$ cat src/rtl/nic_arb_pkg.sv
// Shared types and constants for the NIC register-port arbiter.
package nic_arb_pkg;

  localparam int unsigned NIC_DW = 64;

  localparam logic [1:0] NIC_ADDR_IN_DATA  = 2'b00;
  localparam logic [1:0] NIC_ADDR_IN_STAT  = 2'b01;
  localparam logic [1:0] NIC_ADDR_OUT_DATA = 2'b10;
  localparam logic [1:0] NIC_ADDR_OUT_STAT = 2'b11;

  typedef enum logic [2:0] {
    ST_IDLE,
    ST_POLL,
    ST_PCAP,
    ST_XFER,
    ST_XCAP,
    ST_DONE
  } arb_state_e;

endpackage

$ cat src/rtl/rr_arbiter.sv
// Combinational round-robin picker: search starts at ptr_i and wraps.
module rr_arbiter #(
  parameter  int unsigned NUM_REQ = 2,
  localparam int unsigned IW      = $clog2(NUM_REQ)
) (
  input  logic [NUM_REQ-1:0] req_i,
  input  logic [IW-1:0]      ptr_i,
  output logic [NUM_REQ-1:0] gnt_o,
  output logic [IW-1:0]      idx_o,
  output logic               valid_o
);

  logic [IW:0]   cand;
  logic [IW-1:0] cand_idx;

  always_comb begin
    gnt_o    = '0;
    idx_o    = '0;
    valid_o  = 1'b0;
    cand     = '0;
    cand_idx = '0;
    for (int unsigned k = 0; k < NUM_REQ; k++) begin
      cand = {1'b0, ptr_i} + (IW+1)'(k);
      if (cand >= (IW+1)'(NUM_REQ)) begin
        cand = cand - (IW+1)'(NUM_REQ);
      end
      cand_idx = cand[IW-1:0];
      if (!valid_o && req_i[cand_idx]) begin
        valid_o         = 1'b1;
        gnt_o[cand_idx] = 1'b1;
        idx_o           = cand_idx;
      end
    end
  end

endmodule

$ cat src/rtl/nic_port_arbiter.sv
// Shares the NIC register port among NUM_REQ requesters with poll-then-access sequencing.
// Optional poll timeout with error completion: define NIC_ARB_TIMEOUT_EN.
module nic_port_arbiter
  import nic_arb_pkg::*;
#(
  parameter int unsigned NUM_REQ   = 2,
  parameter int unsigned RETRY_MAX = 15
) (
  input  logic                      clk,
  input  logic                      reset_n,
  input  logic [NUM_REQ-1:0]        req,
  input  logic [NUM_REQ-1:0]        req_wr,
  input  logic [NUM_REQ*NIC_DW-1:0] req_wdata,
  output logic [NUM_REQ-1:0]        grant,
  output logic [NUM_REQ-1:0]        ack,
  output logic                      err,
  output logic [NIC_DW-1:0]         rdata,
  output logic                      nic_en,
  output logic                      nic_wr_en,
  output logic [1:0]                nic_addr,
  output logic [NIC_DW-1:0]         nic_wdata,
  input  logic [NIC_DW-1:0]         nic_rdata
);

  localparam int unsigned IW = $clog2(NUM_REQ);

  arb_state_e          state_q, state_d;
  logic [NUM_REQ-1:0]  win_oh_q, win_oh_d;
  logic [IW-1:0]       win_idx_q, win_idx_d;
  logic [IW-1:0]       ptr_q, ptr_d;
  logic                wr_q, wr_d;
  logic [NIC_DW-1:0]   wdata_q, wdata_d;
  logic [NIC_DW-1:0]   rdata_q, rdata_d;
  logic                stat_ok;

  logic [NUM_REQ-1:0]  arb_gnt;
  logic [IW-1:0]       arb_idx;
  logic                arb_valid;

  rr_arbiter #(.NUM_REQ(NUM_REQ)) u_rr (
    .req_i   (req),
    .ptr_i   (ptr_q),
    .gnt_o   (arb_gnt),
    .idx_o   (arb_idx),
    .valid_o (arb_valid)
  );

`ifdef NIC_ARB_TIMEOUT_EN
  localparam int unsigned RW = (RETRY_MAX > 0) ? $clog2(RETRY_MAX + 1) : 1;

  logic [RW-1:0] retry_q, retry_d;
  logic          err_q, err_d;

  always_ff @(posedge clk or negedge reset_n) begin
    if (!reset_n) begin
      retry_q <= '0;
      err_q   <= 1'b0;
    end else begin
      retry_q <= retry_d;
      err_q   <= err_d;
    end
  end

  assign err = (state_q == ST_DONE) && err_q;
`else
  localparam int unsigned unused_retry_max = RETRY_MAX;

  assign err = 1'b0;
`endif

  always_ff @(posedge clk or negedge reset_n) begin
    if (!reset_n) begin
      state_q   <= ST_IDLE;
      win_oh_q  <= '0;
      win_idx_q <= '0;
      ptr_q     <= '0;
      wr_q      <= 1'b0;
      wdata_q   <= '0;
      rdata_q   <= '0;
    end else begin
      state_q   <= state_d;
      win_oh_q  <= win_oh_d;
      win_idx_q <= win_idx_d;
      ptr_q     <= ptr_d;
      wr_q      <= wr_d;
      wdata_q   <= wdata_d;
      rdata_q   <= rdata_d;
    end
  end

  always_comb begin
    state_d   = state_q;
    win_oh_d  = win_oh_q;
    win_idx_d = win_idx_q;
    ptr_d     = ptr_q;
    wr_d      = wr_q;
    wdata_d   = wdata_q;
    rdata_d   = rdata_q;
`ifdef NIC_ARB_TIMEOUT_EN
    retry_d   = retry_q;
    err_d     = err_q;
`endif
    nic_en    = 1'b0;
    nic_wr_en = 1'b0;
    nic_addr  = NIC_ADDR_IN_DATA;
    nic_wdata = '0;
    // Reads wait for a full input buffer, writes for a non-full output buffer.
    stat_ok   = wr_q ? ~nic_rdata[0] : nic_rdata[0];

    unique case (state_q)
      ST_IDLE: begin
        if (arb_valid) begin
          win_oh_d  = arb_gnt;
          win_idx_d = arb_idx;
          wr_d      = |(req_wr & arb_gnt);
          for (int unsigned i = 0; i < NUM_REQ; i++) begin
            if (arb_gnt[i]) begin
              wdata_d = req_wdata[i*NIC_DW +: NIC_DW];
            end
          end
`ifdef NIC_ARB_TIMEOUT_EN
          retry_d = '0;
          err_d   = 1'b0;
`endif
          state_d = ST_POLL;
        end
      end
      ST_POLL: begin
        nic_en   = 1'b1;
        nic_addr = wr_q ? NIC_ADDR_OUT_STAT : NIC_ADDR_IN_STAT;
        state_d  = ST_PCAP;
      end
      ST_PCAP: begin
        if (stat_ok) begin
          state_d = ST_XFER;
        end
`ifdef NIC_ARB_TIMEOUT_EN
        else if (retry_q == RW'(RETRY_MAX)) begin
          err_d   = 1'b1;
          state_d = ST_DONE;
        end else begin
          retry_d = retry_q + 1'b1;
          state_d = ST_POLL;
        end
`else
        else begin
          state_d = ST_POLL;
        end
`endif
      end
      ST_XFER: begin
        nic_en    = 1'b1;
        nic_wr_en = wr_q;
        nic_addr  = wr_q ? NIC_ADDR_OUT_DATA : NIC_ADDR_IN_DATA;
        nic_wdata = wr_q ? wdata_q : '0;
        state_d   = ST_XCAP;
      end
      ST_XCAP: begin
        if (!wr_q) begin
          rdata_d = nic_rdata;
        end
        state_d = ST_DONE;
      end
      ST_DONE: begin
        ptr_d   = (win_idx_q == IW'(NUM_REQ - 1)) ? '0 : win_idx_q + 1'b1;
        state_d = ST_IDLE;
      end
      default: state_d = ST_IDLE;
    endcase
  end

  assign grant = (state_q != ST_IDLE) ? win_oh_q : '0;
  assign ack   = (state_q == ST_DONE) ? win_oh_q : '0;
  assign rdata = rdata_q;

endmodule

$ cat config.mk
export PLATFORM = sky130hd
export DESIGN_NAME = nic_port_arbiter
export DESIGN_NICKNAME = d
export VERILOG_FILES = /design/src/rtl/nic_arb_pkg.sv /design/src/rtl/rr_arbiter.sv /design/src/rtl/nic_port_arbiter.sv
export SDC_FILE = /design/constraint.sdc
export NUM_CORES = 1
export LEC_CHECK = 0
export CAP_MARGIN = 20
export CORE_AREA = 2 2 132 134
export DETAILED_ROUTE_END_ITERATION = 12
export DIE_AREA = 0 0 134 136
export PLACE_DENSITY_LB_ADDON = 0.12
export SLEW_MARGIN = 10
export SYNTH_ARGS = -nofsm -noshare
export SYNTH_HDL_FRONTEND = slang
export SYNTH_SLANG_ARGS = --single-unit
$ cat constraint.sdc
create_clock -name clk -period 2.3 [get_ports clk]
set_clock_uncertainty 0.05 [all_clocks]
set_input_delay 0.345 -clock clk [delete_from_list [all_inputs] [get_ports clk]]
set_output_delay 0.345 -clock clk [all_outputs]
set_load 0.005 [all_outputs]
Word-level counts from Yosys, hierarchy flattened
Cells that the tools add are included.
- eq/ne operators: 6
- $add $sub $neg: 4
- $lt $le $gt $ge: 6
- bitwise gates (word level): 4
- reductions and logical operators: 12
- muxes and demuxes: 32
- operator list (kind ; number):
    64-bit 2-to-1 mux ; 4
    1-bit 2-to-1 mux ; 16
    3-bit case mux with 5 select lines ; 1
    2-bit 2-to-1 mux ; 7
    3-bit by 2-bit equality test with 1-bit output (second input constant) ; 2
    3-bit equality test (second input constant) ; 2
    1-bit by 2-bit less-than comparator with 1-bit output (second input constant) ; 2
    2-bit case mux with 2 select lines ; 1
    2-bit AND reduction ; 2
    2-bit OR reduction ; 2
    3-bit by 1-bit equality test with 1-bit output (second input constant) ; 1
    1-bit logical AND ; 3
    3-bit logical NOT ; 1
    3-bit 2-to-1 mux ; 1
    3-bit AND reduction ; 1
    3-bit nonzero test ; 1
    1-bit by 1-bit adder with 2-bit output (second input constant) ; 1
    2-bit bitwise AND ; 1
    1-bit demux with 1-bit select ; 2
    1-bit >= comparator (second input constant) ; 2
    1-bit by 2-bit >= comparator with 1-bit output (second input constant) ; 1
    2-bit >= comparator (second input constant) ; 1
    2-bit inequality test (second input constant) ; 1
    1-bit NOT ; 2
    other kinds (5) ; 6
- bits of input ports: 198
- flip-flop bits (word level): 136
- output and inout bits: 137
- word-level logic and storage cells: 71

Depth between registers and ports, before layout
- depth after elaboration: 11
- gate-level depth with buffers: 6
- depth with buffers taken out: 3

By module
Synthesis repeated with hierarchy kept, for this count alone.
- cell total of the unflattened synthesis: 461
- area, all modules: 6752.7 um2
- by module, submodules not included (module ; area an instance (um2) ; cells each ; times used ; sequential area each (um2)):
    nic_port_arbiter ; 6720.2 ; 456 ; 1 ; 3403.3
    rr_arbiter ; 32.5 ; 5 ; 1 ; 0.0

Worst setup path after synthesis
OpenSTA, ideal clock, no wires.
- path kind: register to output
- from: reg state_q[2]
- to: out nic_wdata[0]
- arrival: 1276 ps
- cell stages (with the launch flop): 6
- setup slack: 629 ps
- data required time: 1905 ps
- buffers on the path: 2
- path through: dfrtp_1 and2b_1 and3_1 clkbuf_2 clkbuf_1 and2_1
- word-level cells in the longest chain between the ends: 2
- RTL lines (element ; RTL line ; text):
    from (decl) ; nic_port_arbiter.sv:27 ; arb_state_e state_q, state_d;
    from (signal assigned) ; nic_port_arbiter.sv:81 ; state_q <= state_d;
    3-bit by 2-bit equality test with 1-bit output ; nic_port_arbiter.sv:110 ; unique case (state_q)
    64-bit 2-to-1 mux ; nic_port_arbiter.sv:110 ;
    to (decl) ; nic_port_arbiter.sv:21 ; output logic [NIC_DW-1:0] nic_wdata,
No other way between the ends.

Worst setup path after layout
- from: reg state_q[2]
- to: out nic_wdata[16]
The elaborated chain is that of the path after synthesis.

==> impl_metrics.json <==
{
  "status": "finished, violations left",
  "violations": "setup timing",
  "cts.clk_slew.worst_paths_ps": 60,
  "grt_max_degree": 65,
  "worstPathCellList": "and2b_2 > and3_4 > buf_12 > buf_12 > buf_16 > buf_12 > and2_1 > clkbuf_2",
  "critical_path.top_delay_family": "buffers and inverters",
  "worstSetupPathType": "flip-flop to primary output",
  "drt-initial-drc-count": 221,
  "synthCells": 474,
  "via_count": 5396,
  "cts_made_buffers": 17,
  "worstSetupStartpointType": "flip-flop",
  "yosys_warnings": 0,
  "drc": 0,
  "grt_pass1_vias": 5612,
  "cts_tree": "done",
  "grt_pass1_wl_um": 31240,
  "hp-class": "input pin to asynchronous set/reset pin",
  "mappedNetlistArea_um2": 6218,
  "setup_viol": 7,
  "nets": 1015,
  "crit_required_ps": 1900,
  "cts_root_buf": "clkbuf_16",
  "dp_slack_ps": 172.5,
  "syn_avg_cell_area_um2": 13.12,
  "crit_path_frequent_cell": "buf_12",
  "async_reset_ff_frac": 1.000,
  "period_minus_slack_ps": 2385,
  "drtAntennaViolNets": 0,
  "num-fill-cells": 1312,
  "io_pins": 335,
  "p_leak_nw": 5.033,
  "dpl_cell_area_um2": 9792,
  "cpMaxStageDelayCell": "dfrtp_1",
  "setup_ws_ps": -85.26,
  "coreArea_um2": 16880,
  "cts_buffer_depth": 2,
  "fmax_mhz": 419.2,
  "hold_viol": 0,
  "synth_seq_cells": 136,
  "critPathMaxStageDelay_ps": 360,
  "path_buf_inv": 5,
  "wl_per_cell_um": 19.96,
  "dpl.hpwl_um": 14480,
  "grt_usage": 0.2227,
  "yosysUniqueCellTypes": 32,
  "power_mw": 12.62,
  "timing.final.crit_share": 1.037,
  "totalWireLength_um": 21060,
  "die_w_um": 134,
  "start_util": 0.3685,
  "gp_congestion": 0.8175,
  "drv_slew": 0,
  "design_area_um2": 10740,
  "yosysSeqAreaShare": 0.5473,
  "synth_edf_count": 0,
  "rrSetupSlack_ps": 300,
  "htree_levels": 4,
  "worst_pin_slew_ps": 569.5,
  "relSlewSlack": 0.6203,
  "setup.worst_path.end_class": "primary output",
  "cts.sinks": 136,
  "syn2layout_area_growth_pct": 72.72,
  "fp.dieH_um": 136,
  "via_per_inst": 5.115,
  "drv_cap": 0,
  "yosys_most_used_dff": "dfrtp_1",
  "port_buffers": 333,
  "drive_gt1_frac": 0.3193,
  "grt_overflow": 0,
  "vdd.ir_drop.worst_mv": 0.6362,
  "rows": 48,
  "diodes": 0,
  "powerDensity_nw_per_um2": 1175,
  "synth_nets": 672,
  "antenna_found_initial": 0,
  "crit_path_max_fanout": 4,
  "first_pass_iters": 5,
  "rsz0062_at_grt": "yes",
  "arrival_ps": 1990,
  "die_area_um2": 18220,
  "clk_latency_ps": 410
}
==> sequential cells by signal (all words and copies together) (netlist names) <==
| register | count |
|---|---|
| wdata_q | 64 |
| wr_q | 1 |
| win_idx_q | 1 |
| win_oh_q | 2 |
| rdata | 64 |
| ptr_q | 1 |
| state_q | 3 |
==> per-stage QoR <==
stage	TNS, ps	hold WS, ps	util	cells
3_5_place_dp	0	299.4	0.5802	1005
6_report	-412.1	399.3	0.6364	1055
5_1_grt	-1403	454.0	0.6364	1055
3_3_place_gp	0	300.2	0.5802	1005
2_1_floorplan	0	-0.5911	-	474
4_1_cts	-5440	427.9	0.6183	1043
==> cells in the mapped netlist, types with 2 or more instances <==
master | number | area, um2
nand2_1 | 3 | 11.26
a21o_1 | 66 | 495.5
mux2_2 | 64 | 720.7
and3_1 | 4 | 25.02
nand2b_1 | 3 | 18.77
o221a_2 | 59 | 664.4
nand3_1 | 2 | 10.01
and2_1 | 65 | 406.6
a21oi_1 | 4 | 20.02
nor2_1 | 2 | 7.510
dfrtp_1 | 136 | 3403
buf_2 | 11 | 55.05
nor2b_1 | 3 | 18.77
o221a_1 | 5 | 56.30
buf_6 | 6 | 67.56
clkbuf_1 | 22 | 82.58
buf_4 | 4 | 30.03
==> logic make-up (layout without fill, tap and decap cells) <==
logic type / count (synthesis) / after routing / synth area share
compound gates: 138 / 138 / 0.2032
flops: 136 / 136 / 0.5473
simple gates: 90 / 90 / 0.09296
mux: 64 / 64 / 0.1159
buf+inv: 44 / 400 / 0.03863
other cells: 1 / 1 / 0.0006030
xor+xnor: 1 / 1 / 0.001409
==> worst reg2reg max path, delay by kind of cell, from the launching register on <==
family	cells	cell delay (ps)
AO/OA/AOI/OAI	1	290
buffers and inverters	4	760
flip-flops	1	390
AND/OR/NAND/NOR	2	400
==> placed cells by master (no fill, tap or decap), drive strengths merged <==
cell / count
a211oi: 1
a21o: 66
a21oi: 4
a31oi: 1
a41oi: 1
and2: 65
and2b: 1
and3: 4
buf: 50
bufinv: 1
clkbuf: 44
clkdlybuf4s15: 1
clkdlybuf4s50: 264
clkinv: 7
clkinvlp: 2
conb: 1
dfrtp: 136
dlygate4sd2: 1
dlygate4sd3: 1
dlymetal6s2s: 26
inv: 3
mux2: 64
nand2: 3
nand2b: 3
nand3: 4
nand3b: 1
nor2: 2
nor2b: 3
nor3: 3
o21ai: 1
o221a: 64
or2: 1
xor2: 1
==> final timing paths <==
check	from	end	depth (start not counted)
hold reg to reg	win_idx_q	ptr_q	1
hold / removal	reset_n	wdata_q[25]	2
setup reg to reg	state_q[2]	wdata_q[36]	7
max in group asynchronous	reset_n	rdata[60]	3
setup / recovery	state_q[2]	nic_wdata[16]	8
min in group clk	win_idx_q	ptr_q	1
==> report_power, final <==
part | total (mW) | switching (mW) | internal (mW)
logic | 5.74 | 2.03 | 3.70
clock network | 2.62 | 1.07 | 1.55
registers | 4.27 | 0.697 | 3.57
total | 12.6 | 3.80 | 8.83
==> routing by layer <==
metal	global-route usage	wire length (um)
met5	0	0
met4	0.06147	301
met3	0.07755	1707
met2	0.3823	10680
met1	0.2663	8378
==> cell type report <==
cell class,instances,area (um2),area share
clock buffer,19,452.9,0.04217
multi-input combinational,294,2660,0.2477
tap,225,281.5,0.02621
sequential,136,3405,0.3170
clock inverter,13,117.6,0.01095
timing repair buffer,368,3824,0.3560
==> what timing repair did <==
action / CTS / global route
hold endpoints to repair: 54 / 0
hold buffers: 1 / 0
gates cloned: 2 / 5
gates resized for setup: 66 / 158
pin swaps: 1 / 16
endpoints found under the setup margin: 69 / 59
setup buffers: 3 / 7
Power figures use the tool's default switching activity.
